**config.mk**
```make
export PLATFORM = sky130hd
export DESIGN_NAME = rps_judge
export DESIGN_NICKNAME = d
export VERILOG_FILES = /design/src/rtl/rps_judge.sv
export SDC_FILE = /design/constraint.sdc
export NUM_CORES = 1
export LEC_CHECK = 0
export CORE_ASPECT_RATIO = 0.5
export CORE_MARGIN = 2
export CORE_UTILIZATION = 44
export DETAILED_ROUTE_END_ITERATION = 8
export GPL_TIMING_DRIVEN = 0
export PLACE_DENSITY = 0.74
export SLEW_MARGIN = 20
export SYNTH_ARGS = -nofsm -noshare
export SYNTH_HDL_FRONTEND = slang
export SYNTH_SLANG_ARGS = --single-unit
```
**constraint.sdc**
```tcl
create_clock -name Clk -period 2.4 [get_ports Clk]
set_input_delay 0.36 -clock Clk [delete_from_list [all_inputs] [get_ports Clk]]
set_output_delay 0.36 -clock Clk [all_outputs]
set_load 0.02 [all_outputs]
```
**src/rtl/rps_judge.sv**
```systemverilog
// rps_judge: scores rock/paper/scissors rounds between the player and the
// opponent-choice generator, keeps both running scores and declares the
// match winner once either side reaches WIN_TARGET round wins.
//
// Optional feature macro: RPS_TIMEOUT_EN -- when defined, the player forfeits
// the round after TIMEOUT_CYCLES cycles in WP without an accepted move.
//
// Ports:
//   Clk, Reset          clock; asynchronous active-high reset
//   Start               single-cycle pulse, begins (or restarts) a match
//   P_Valid, P_Choice   player move (00 rock, 01 paper, 10 scissors, 11 invalid)
//   C_Valid, C_Choice   opponent move, same encoding
//   P_Ready, C_Req      waiting for player / opponent move
//   Round_Done          one-cycle pulse, Round_Result and scores are valid
//   Round_Result        00 tie, 01 player won, 10 opponent won, 11 none
//   P_Score, C_Score    round wins per side
//   Match_Over          high while in DONE
//   Match_Winner        0 player, 1 opponent; valid while Match_Over
//   q_INI..q_DONE       one-hot state outputs
module rps_judge #(
  parameter int unsigned WIN_TARGET     = 3,
  parameter int unsigned SCORE_W        = 4,
  parameter int unsigned TIMEOUT_CYCLES = 1000
) (
  input  logic               Clk,
  input  logic               Reset,
  input  logic               Start,
  input  logic               P_Valid,
  input  logic [1:0]         P_Choice,
  input  logic               C_Valid,
  input  logic [1:0]         C_Choice,
  output logic               P_Ready,
  output logic               C_Req,
  output logic               Round_Done,
  output logic [1:0]         Round_Result,
  output logic [SCORE_W-1:0] P_Score,
  output logic [SCORE_W-1:0] C_Score,
  output logic               Match_Over,
  output logic               Match_Winner,
  output logic               q_INI,
  output logic               q_WP,
  output logic               q_WC,
  output logic               q_EVAL,
  output logic               q_RES,
  output logic               q_DONE
);

  localparam logic [1:0] MOVE_INVALID = 2'b11;
  localparam logic [1:0] RES_TIE      = 2'b00;
  localparam logic [1:0] RES_PLAYER   = 2'b01;
  localparam logic [1:0] RES_OPP      = 2'b10;
  localparam logic [1:0] RES_NONE     = 2'b11;

  localparam logic [SCORE_W-1:0] TARGET = SCORE_W'(WIN_TARGET);

  typedef enum logic [5:0] {
    S_INI  = 6'b000001,
    S_WP   = 6'b000010,
    S_WC   = 6'b000100,
    S_EVAL = 6'b001000,
    S_RES  = 6'b010000,
    S_DONE = 6'b100000
  } state_t;

  state_t             state_q, state_d;
  logic [1:0]         p_move_q, p_move_d;
  logic [1:0]         c_move_q, c_move_d;
  logic [1:0]         result_q, result_d;
  logic [SCORE_W-1:0] p_score_q, p_score_d;
  logic [SCORE_W-1:0] c_score_q, c_score_d;
  logic               winner_q, winner_d;
  logic               p_ready_q, p_ready_d;
  logic               c_req_q, c_req_d;
  logic               done_q, done_d;
  logic               over_q, over_d;

  // d = (P - C) mod 3, evaluated as (P + 3 - C) folded once; the 2-bit
  // remainder is directly the Round_Result encoding.
  logic [2:0] diff_raw;
  logic [1:0] diff_mod;

  always_comb begin
    diff_raw = 3'({1'b0, p_move_q}) + 3'd3 - 3'({1'b0, c_move_q});
    diff_mod = (diff_raw >= 3'd3) ? 2'(diff_raw - 3'd3) : 2'(diff_raw);
  end

`ifdef RPS_TIMEOUT_EN
  localparam int unsigned CNT_W = $clog2(TIMEOUT_CYCLES + 1);
  localparam logic [CNT_W-1:0] CNT_LAST = CNT_W'(TIMEOUT_CYCLES - 1);
  logic [CNT_W-1:0] cnt_q, cnt_d;
`endif

  // Next-state and next-output computation.
  always_comb begin
    state_d   = state_q;
    p_move_d  = p_move_q;
    c_move_d  = c_move_q;
    result_d  = result_q;
    p_score_d = p_score_q;
    c_score_d = c_score_q;
    winner_d  = winner_q;
`ifdef RPS_TIMEOUT_EN
    cnt_d     = '0;
`endif

    unique case (state_q)
      S_INI: begin
        if (Start) state_d = S_WP;
      end
      S_WP: begin
        if (P_Valid && (P_Choice != MOVE_INVALID)) begin
          p_move_d = P_Choice;
          state_d  = S_WC;
        end
`ifdef RPS_TIMEOUT_EN
        // Expiry loses to an accepted move in the same cycle.
        else if (cnt_q == CNT_LAST) begin
          result_d  = RES_OPP;
          c_score_d = c_score_q + SCORE_W'(1);
          state_d   = S_RES;
        end else begin
          cnt_d = cnt_q + CNT_W'(1);
        end
`endif
      end
      S_WC: begin
        if (C_Valid && (C_Choice != MOVE_INVALID)) begin
          c_move_d = C_Choice;
          state_d  = S_EVAL;
        end
      end
      S_EVAL: begin
        result_d = diff_mod;
        if (diff_mod == RES_PLAYER) p_score_d = p_score_q + SCORE_W'(1);
        if (diff_mod == RES_OPP)    c_score_d = c_score_q + SCORE_W'(1);
        state_d = S_RES;
      end
      S_RES: begin
        if ((p_score_q == TARGET) || (c_score_q == TARGET)) begin
          winner_d = (c_score_q == TARGET);
          state_d  = S_DONE;
        end else begin
          state_d = S_WP;
        end
      end
      S_DONE: begin
        state_d = S_DONE;
      end
      default: state_d = S_INI;
    endcase

    // Start overrides every other transition and begins a fresh match.
    if (Start) begin
      state_d   = S_WP;
      p_score_d = '0;
      c_score_d = '0;
      result_d  = RES_NONE;
      winner_d  = 1'b0;
`ifdef RPS_TIMEOUT_EN
      cnt_d     = '0;
`endif
    end

    // Status outputs are registered copies of the upcoming state.
    p_ready_d = (state_d == S_WP);
    c_req_d   = (state_d == S_WC);
    done_d    = (state_d == S_RES);
    over_d    = (state_d == S_DONE);
  end

  // State and output registers.
  always_ff @(posedge Clk or posedge Reset) begin
    if (Reset) begin
      state_q   <= S_INI;
      p_move_q  <= 2'b00;
      c_move_q  <= 2'b00;
      result_q  <= RES_NONE;
      p_score_q <= '0;
      c_score_q <= '0;
      winner_q  <= 1'b0;
      p_ready_q <= 1'b0;
      c_req_q   <= 1'b0;
      done_q    <= 1'b0;
      over_q    <= 1'b0;
`ifdef RPS_TIMEOUT_EN
      cnt_q     <= '0;
`endif
    end else begin
      state_q   <= state_d;
      p_move_q  <= p_move_d;
      c_move_q  <= c_move_d;
      result_q  <= result_d;
      p_score_q <= p_score_d;
      c_score_q <= c_score_d;
      winner_q  <= winner_d;
      p_ready_q <= p_ready_d;
      c_req_q   <= c_req_d;
      done_q    <= done_d;
      over_q    <= over_d;
`ifdef RPS_TIMEOUT_EN
      cnt_q     <= cnt_d;
`endif
    end
  end

  assign P_Ready      = p_ready_q;
  assign C_Req        = c_req_q;
  assign Round_Done   = done_q;
  assign Round_Result = result_q;
  assign P_Score      = p_score_q;
  assign C_Score      = c_score_q;
  assign Match_Over   = over_q;
  assign Match_Winner = winner_q;

  // One-hot state bits straight from the state register.
  assign q_INI  = state_q[0];
  assign q_WP   = state_q[1];
  assign q_WC   = state_q[2];
  assign q_EVAL = state_q[3];
  assign q_RES  = state_q[4];
  assign q_DONE = state_q[5];

endmodule

```
* Word-level counts from Yosys, hierarchy flattened *
Cells that the tools add are included.

word-level totals
  register bits = 25
  input port bits = 9
  word-level logic and storage cells = 63

cells by class
  $add $sub $neg = 5
  order comparisons = 1
  eq/ne operators = 16
  mux-type cells = 17
  reduce and logical (&&, ||, !) cells = 13

operators with widths
  operator               count
  $pmux W6 S6            1
  $mux W4                6
  $mux W6                4
  $eq A6 B2 Y1 const B   2
  $eq A6 B3 Y1 const B   2
  $eq A6 B5 Y1 const B   2
  $eq A6 B6 Y1 const B   2
  $reduce_and A2 Y1      5
  $reduce_bool A2 Y1     5
  $add A4 B1 Y4 const B  2
  $eq A4 B2 Y1 const B   2
  $eq A6 B1 Y1 const B   1
  $eq A6 B4 Y1 const B   1
  $mux W2                3
  $ne A2 B2 Y1 const B   2
  $add A2 B2 Y3 const B  1
  $ge A3 B2 Y1 const B   1
  $mux W1                3
  $sub A3 B2 Y3          1
  $eq A2 B1 Y1 const B   1
  $eq A2 B2 Y1 const B   1
  $logic_and A1 B1 Y1    2
  $sub A2 B2 Y2 const B  1
  $logic_or A1 B1 Y1     1

* Depth between registers and ports, before layout *
  depth after elaboration = 8
  gate-level depth with buffers = 8

* Worst setup path after synthesis *
OpenSTA, ideal clock, no wires.

  path type = flip-flop to flip-flop
  from = register p_move_q[0]
  to = register c_score_q[3], in the netlist C_Score[3]
  arrival = 2.270 ns
  path slack = 0.052 ns
  cell stages (with the launch flop) = 8
  clock period less this slack = 2.348 ns
  path through = dfrtp_1 ha_1 fa_1 ha_1 o21bai_1 nand3b_2 or4_1 a21oi_1

between the ends
  cells in the longest elaborated chain, start to end = 7
  elaborated cells between the ends (all ways) = 8
  classes of those cells = add/sub: 3; order compare: 1; eq/ne: 1; mux: 1; reduce/logical: 2

ends and longest elaborated chain
  what                                           RTL line  RTL
  from (decl)                                    66        logic [1:0] p_move_q, p_move_d;
  from (signal assigned)                         190       p_move_q <= p_move_d;
  $add A2 B2 Y3 (*)                              83        diff_raw = 3'({1'b0, p_move_q}) + 3'd3 - 3'({1'b0, c_move_q});
  $sub A3 B2 Y3 (*)                              83
  $ge A3 B2 Y1 or $sub A2 B2 Y2 (tied branches)  84        diff_mod = (diff_raw >= 3'd3) ? 2'(diff_raw - 3'd3) : 2'(diff_raw);
  $mux W2 (*)                                    84
  $eq A2 B2 Y1 (*)                               135       if (diff_mod == RES_OPP) c_score_d = c_score_q + SCORE_W'(1);
  $reduce_bool A2 Y1 (no line) (*)               -
  $reduce_and A2 Y1 (no line) (*)                -
  to (signal assigned)                           194       c_score_q <= c_score_d;
  to (decl)                                      70        logic [SCORE_W-1:0] c_score_q, c_score_d;

Mark *: on every way between the ends. The rest lies on a longest branch, timed or not.
A chain may end at the register's enable or synchronous reset.

* Worst setup path after layout *
  from = register c_move_q[0]
  to = register c_score_q[3], in the netlist C_Score[3]

between the ends
  cells in the longest elaborated chain, start to end = 6
  elaborated cells between the ends (all ways) = 7
  classes of those cells = add/sub: 2; order compare: 1; eq/ne: 1; mux: 1; reduce/logical: 2

ends and longest elaborated chain
  what                                           RTL line  RTL
  from (decl)                                    67        logic [1:0] c_move_q, c_move_d;
  from (signal assigned)                         191       c_move_q <= c_move_d;
  $sub A3 B2 Y3 (*)                              83
  $ge A3 B2 Y1 or $sub A2 B2 Y2 (tied branches)  84
  $mux W2 (*)                                    84
  $eq A2 B2 Y1 (*)                               135
  $reduce_bool A2 Y1 (no line) (*)               -
  $reduce_and A2 Y1 (no line) (*)                -

Marked as above.

==> run_results.csv <==
group,metric,value,unit
clocking,clk_latency,0.28,ns
timing,fin_tns_setup,0,ns
logic_synthesis,post-synth-top-count-cell,"dfrtp_1",
global_routing,grt_pass1_vias,1093,
die,rows,13,
logic_synthesis,post_synth_num_cell_types,40,
global_routing,grt_use_met2,31.6,%
clocking,tritoncts,"done",
timing,worst_pin_slew,0.868,ns
cells_and_area,stdcell_count,202,
routing,routed_via_density,5.68,
clocking,cts_buffers,3,
timing,maxSlewHeadroom,41.8,%
logic_synthesis,yosysTopAreaCellShare,42.1,%
logic_synthesis,ys_ff_latch,25,
routing,drt_iter0_drc,67,
setup_path,ff2ff_setup_slack,0.08,ns
setup_path,cp_num_buf_inv,1,
logic_synthesis,synth_top_area_cell,"dfrtp_1",
setup_path,r2r_end,"C_Score[3]$_DFFE_PP0P_",
logic_synthesis,synthTopCellsByArea,"dfrtp_1 42%, dfstp_2 6.0%, a21oi_1 5.0%",
setup_path,crit_start,"c_move_q[0]$_DFFE_PP0P_",
routing,drc,0,
die,fp.dieH,42.6,um
clocking,cts.sinks,25,
outcome,outcome,"complete, no violations",
global_routing,grt_overflow,0,
placed_design,numPortBuffers,29,
logic_synthesis,synth_enable_flop_cells,0,
setup_path,cp_data_arrival_time,2.52,ns
logic_synthesis,ys_warn_count,0,
timing,period_minus_slack,2.32,ns
logic_synthesis,syn_area,1310,um^2
cells_and_area,seqCellArea,629,um^2
power_and_ir_drop,ir_drop,0.420,mV
job,drv_cap,0,
timing,fin_skew,0.00322,ns
global_routing,grtUsageTotal,20.0,%
timing,slew_violations,0,
setup_path,worst_path_largest_cell_delay,0.48,ns
global_routing,grt_pass1_wl,5.13,mm
setup_path,crit_path_start_kind,"flop",
routing,finalWirelength,3.12,mm
logic_synthesis,syn_nets,140,
die,initial_core_util,48.2,%
global_routing,antenna_found_initial,0,
placed_design,dp_hpwl,2.12,mm
setup_path,r2r-start,"c_move_q[0]$_DFFE_PP0P_",
routing,dr.pass1.iters,4,
routing,via_count,1147,
cells_and_area,layout-drive-gt1-share,20.0,%
clocking,clk_pin_slew_worst_paths,0.09,ns
placed_design,gp_congestion,0.734,
die,die_x,81.1,um
logic_synthesis,synth_ff_type,"dfrtp_1",
power_and_ir_drop,power_density,827,nW/um^2
clocking,htreeDepth,1,
setup_path,crit_required,2.60,ns
setup_path,cp_num_cells,8,
cells_and_area,nNetsFinal,180,
timing,fin_crit_sh,96.5,%
power_and_ir_drop,p_leak,0.735,nW
routing,drt-wirelength-per-cell,15.5,um
logic_synthesis,synthTopCellsByCount,"22 x dfrtp_1, 13 x a21oi_1, 8 x nor2_1, 7 x o21ai_0, 6 x inv_1",
setup_path,crit_top_cell,"ha_4",
timing,fmax,432,MHz
placed_design,dp_cells,192,
cells_and_area,multi_input_area,721,um^2
setup_path,cpMaxStageDelayCell,"or4_1",
cells_and_area,fillers,210,
logic_synthesis,synth_area_per_cell,10.4,um^2
timing,setup_viol,0,
global_routing,grt_max_degree,26,
global_routing,busiest_layer,"met2",
setup_path,ff2ff_path_depth,8,
die,fp.coreArea,2720,um^2
global_routing,globalRouteMet3Util,5.17,%
logic_synthesis,postSynth.asyncResetShare,100,%
die,io_pins,30,
worst_hold_path,hold_path.class,"input pin to asynchronous set/reset pin",
setup_path,crit_chain,"inv_2 -> ha_4 -> fa_2 -> ha_4 -> o21bai_4 -> nand3b_4 -> or4_1 -> a21oi_1",
timing,final_hold_viol_count,0,
setup_path,cp_top_family,"adder cells",
routing,ant_nets,0,
setup_path,cp-end-kind,"flop",
logic_synthesis,seq_area_frac_synth,48.1,%
logic_synthesis,syn_inst,126,
setup_path,crit_fanout,6,
clocking,cts_root_buf,"clkbuf_8",
cells_and_area,num_antenna_cells,0,
setup_path,crit_type,"flop to flop",
die,dieArea,3450,um^2
cells_and_area,area_growth,39.3,%
global_routing,gr-usage-met1,26.5,%
clocking,clockBufferDepth,2,
## worst register-to-register path, delay by kind of cell (launching register included)
family	cells	cell delay (ns)
flip-flops	1	0.40
buffers and inverters	1	0.08
AO/OA/AOI/OAI	2	0.35
AND/OR/NAND/NOR	2	0.61
adder cells (fa/ha/maj)	3	0.80
## how the worst max path moves through the flow
stage	end	slack [ns]
finish	C_Score[3]$_DFFE_PP0P_	0.08
global route	C_Score[3]$_DFFE_PP0P_	-0.005
CTS	P_Score[3]$_DFFE_PP0P_	0.004
detailed placement	P_Score[3]$_DFFE_PP0P_	-0.17
global placement	C_Score[3]$_DFFE_PP0P_	-0.08
floorplan	C_Score[3]$_DFFE_PP0P_	0.05
## layout make-up
type | instances | area share [%]
buffer | 4 | 1.24
clock buffer | 3 | 2.26
clock inverter | 1 | 0.275
inverter | 6 | 1.24
multi-input combinational | 91 | 39.5
sequential | 25 | 34.5
tap | 37 | 2.54
timing repair buffer | 35 | 18.4
## where the power goes
part	leakage (nW)	internal (W)	total (W)	switching (W)
combinational	0.384	0.000430	0.000772	0.000342
clock	0.0255	0.000117	0.000260	0.000143
sequential	0.326	0.000449	0.000477	0.0000275
total	0.735	0.000996	0.00151	0.000512
## flip-flops by register name, summed over array words and instances, names as in the netlist
name	cells
Round_Done	1
Match_Winner	1
Round_Result	2
C_Req	1
state_q	6
P_Score	4
C_Score	4
P_Ready	1
p_move_q	2
c_move_q	2
Match_Over	1
## routing by layer
| layer | wire [um] | vias to the layer above |
|---|---|---|
| met1 | 1510 | 570 |
| met4 | 47 | 0 |
| met5 | 0 | - |
| li1 | - | 544 |
| met2 | 1460 | 27 |
| met3 | 102 | 6 |
## repair_timing
item / in CTS / in global routing
hold buffers: 0 / 0
setup buffers: 1 / 5
setup endpoints to repair: 5 / 4
pin swaps: 4 / 8
gates resized for setup: 10 / 5
## through the flow
step	total power [W]	cell area, um^2	util, %	hold WS (ns)	setup slack, ns
2_1_floorplan	0.000776	1310	-	0.385	0.0518
3_3_place_gp	0.000857	1650	60.6	0.491	-0.0796
3_5_place_dp	0.000878	1650	60.6	0.501	-0.170
4_1_cts	0.00132	1760	64.7	0.522	0.00442
5_1_grt	0.00158	1820	67.1	0.555	-0.00537
6_report	0.00151	1820	67.1	0.454	0.0832
## cell usage in the layout (no fill, tap or decap), types with 2 or more instances in the layout
cell,synthesis,layout
o21ai_0,7,7
nor3_4,1,2
clkbuf_8,0,3
nand2_1,4,4
clkdlybuf4s50_1,0,29
nor3b_1,4,4
dfrtp_1,22,22
nor2b_1,4,4
nor2_1,8,8
mux2_2,5,5
ha_4,0,2
buf_4,0,6
or4_1,3,2
or3_1,3,3
nor3_1,3,3
nor4_1,2,2
a21boi_0,2,2
o31ai_1,4,4
nand3_1,5,5
ha_1,4,2
a21oi_1,13,12
clkbuf_1,2,2
o221ai_1,2,2
dfstp_2,3,3
inv_1,6,4
## cell families (layout without fill, tap and decap cells)
family / Yosys count / count (layout) / share of synthesized area, %
buf+inv: 10 / 49 / 3.44
compound gates: 34 / 34 / 16.3
fa+ha+maj: 5 / 5 / 5.35
simple gates: 45 / 45 / 21.0
mux: 6 / 6 / 5.07
xor+xnor: 1 / 1 / 0.669
flops: 25 / 25 / 48.1
(Power assumes the default switching activity.)
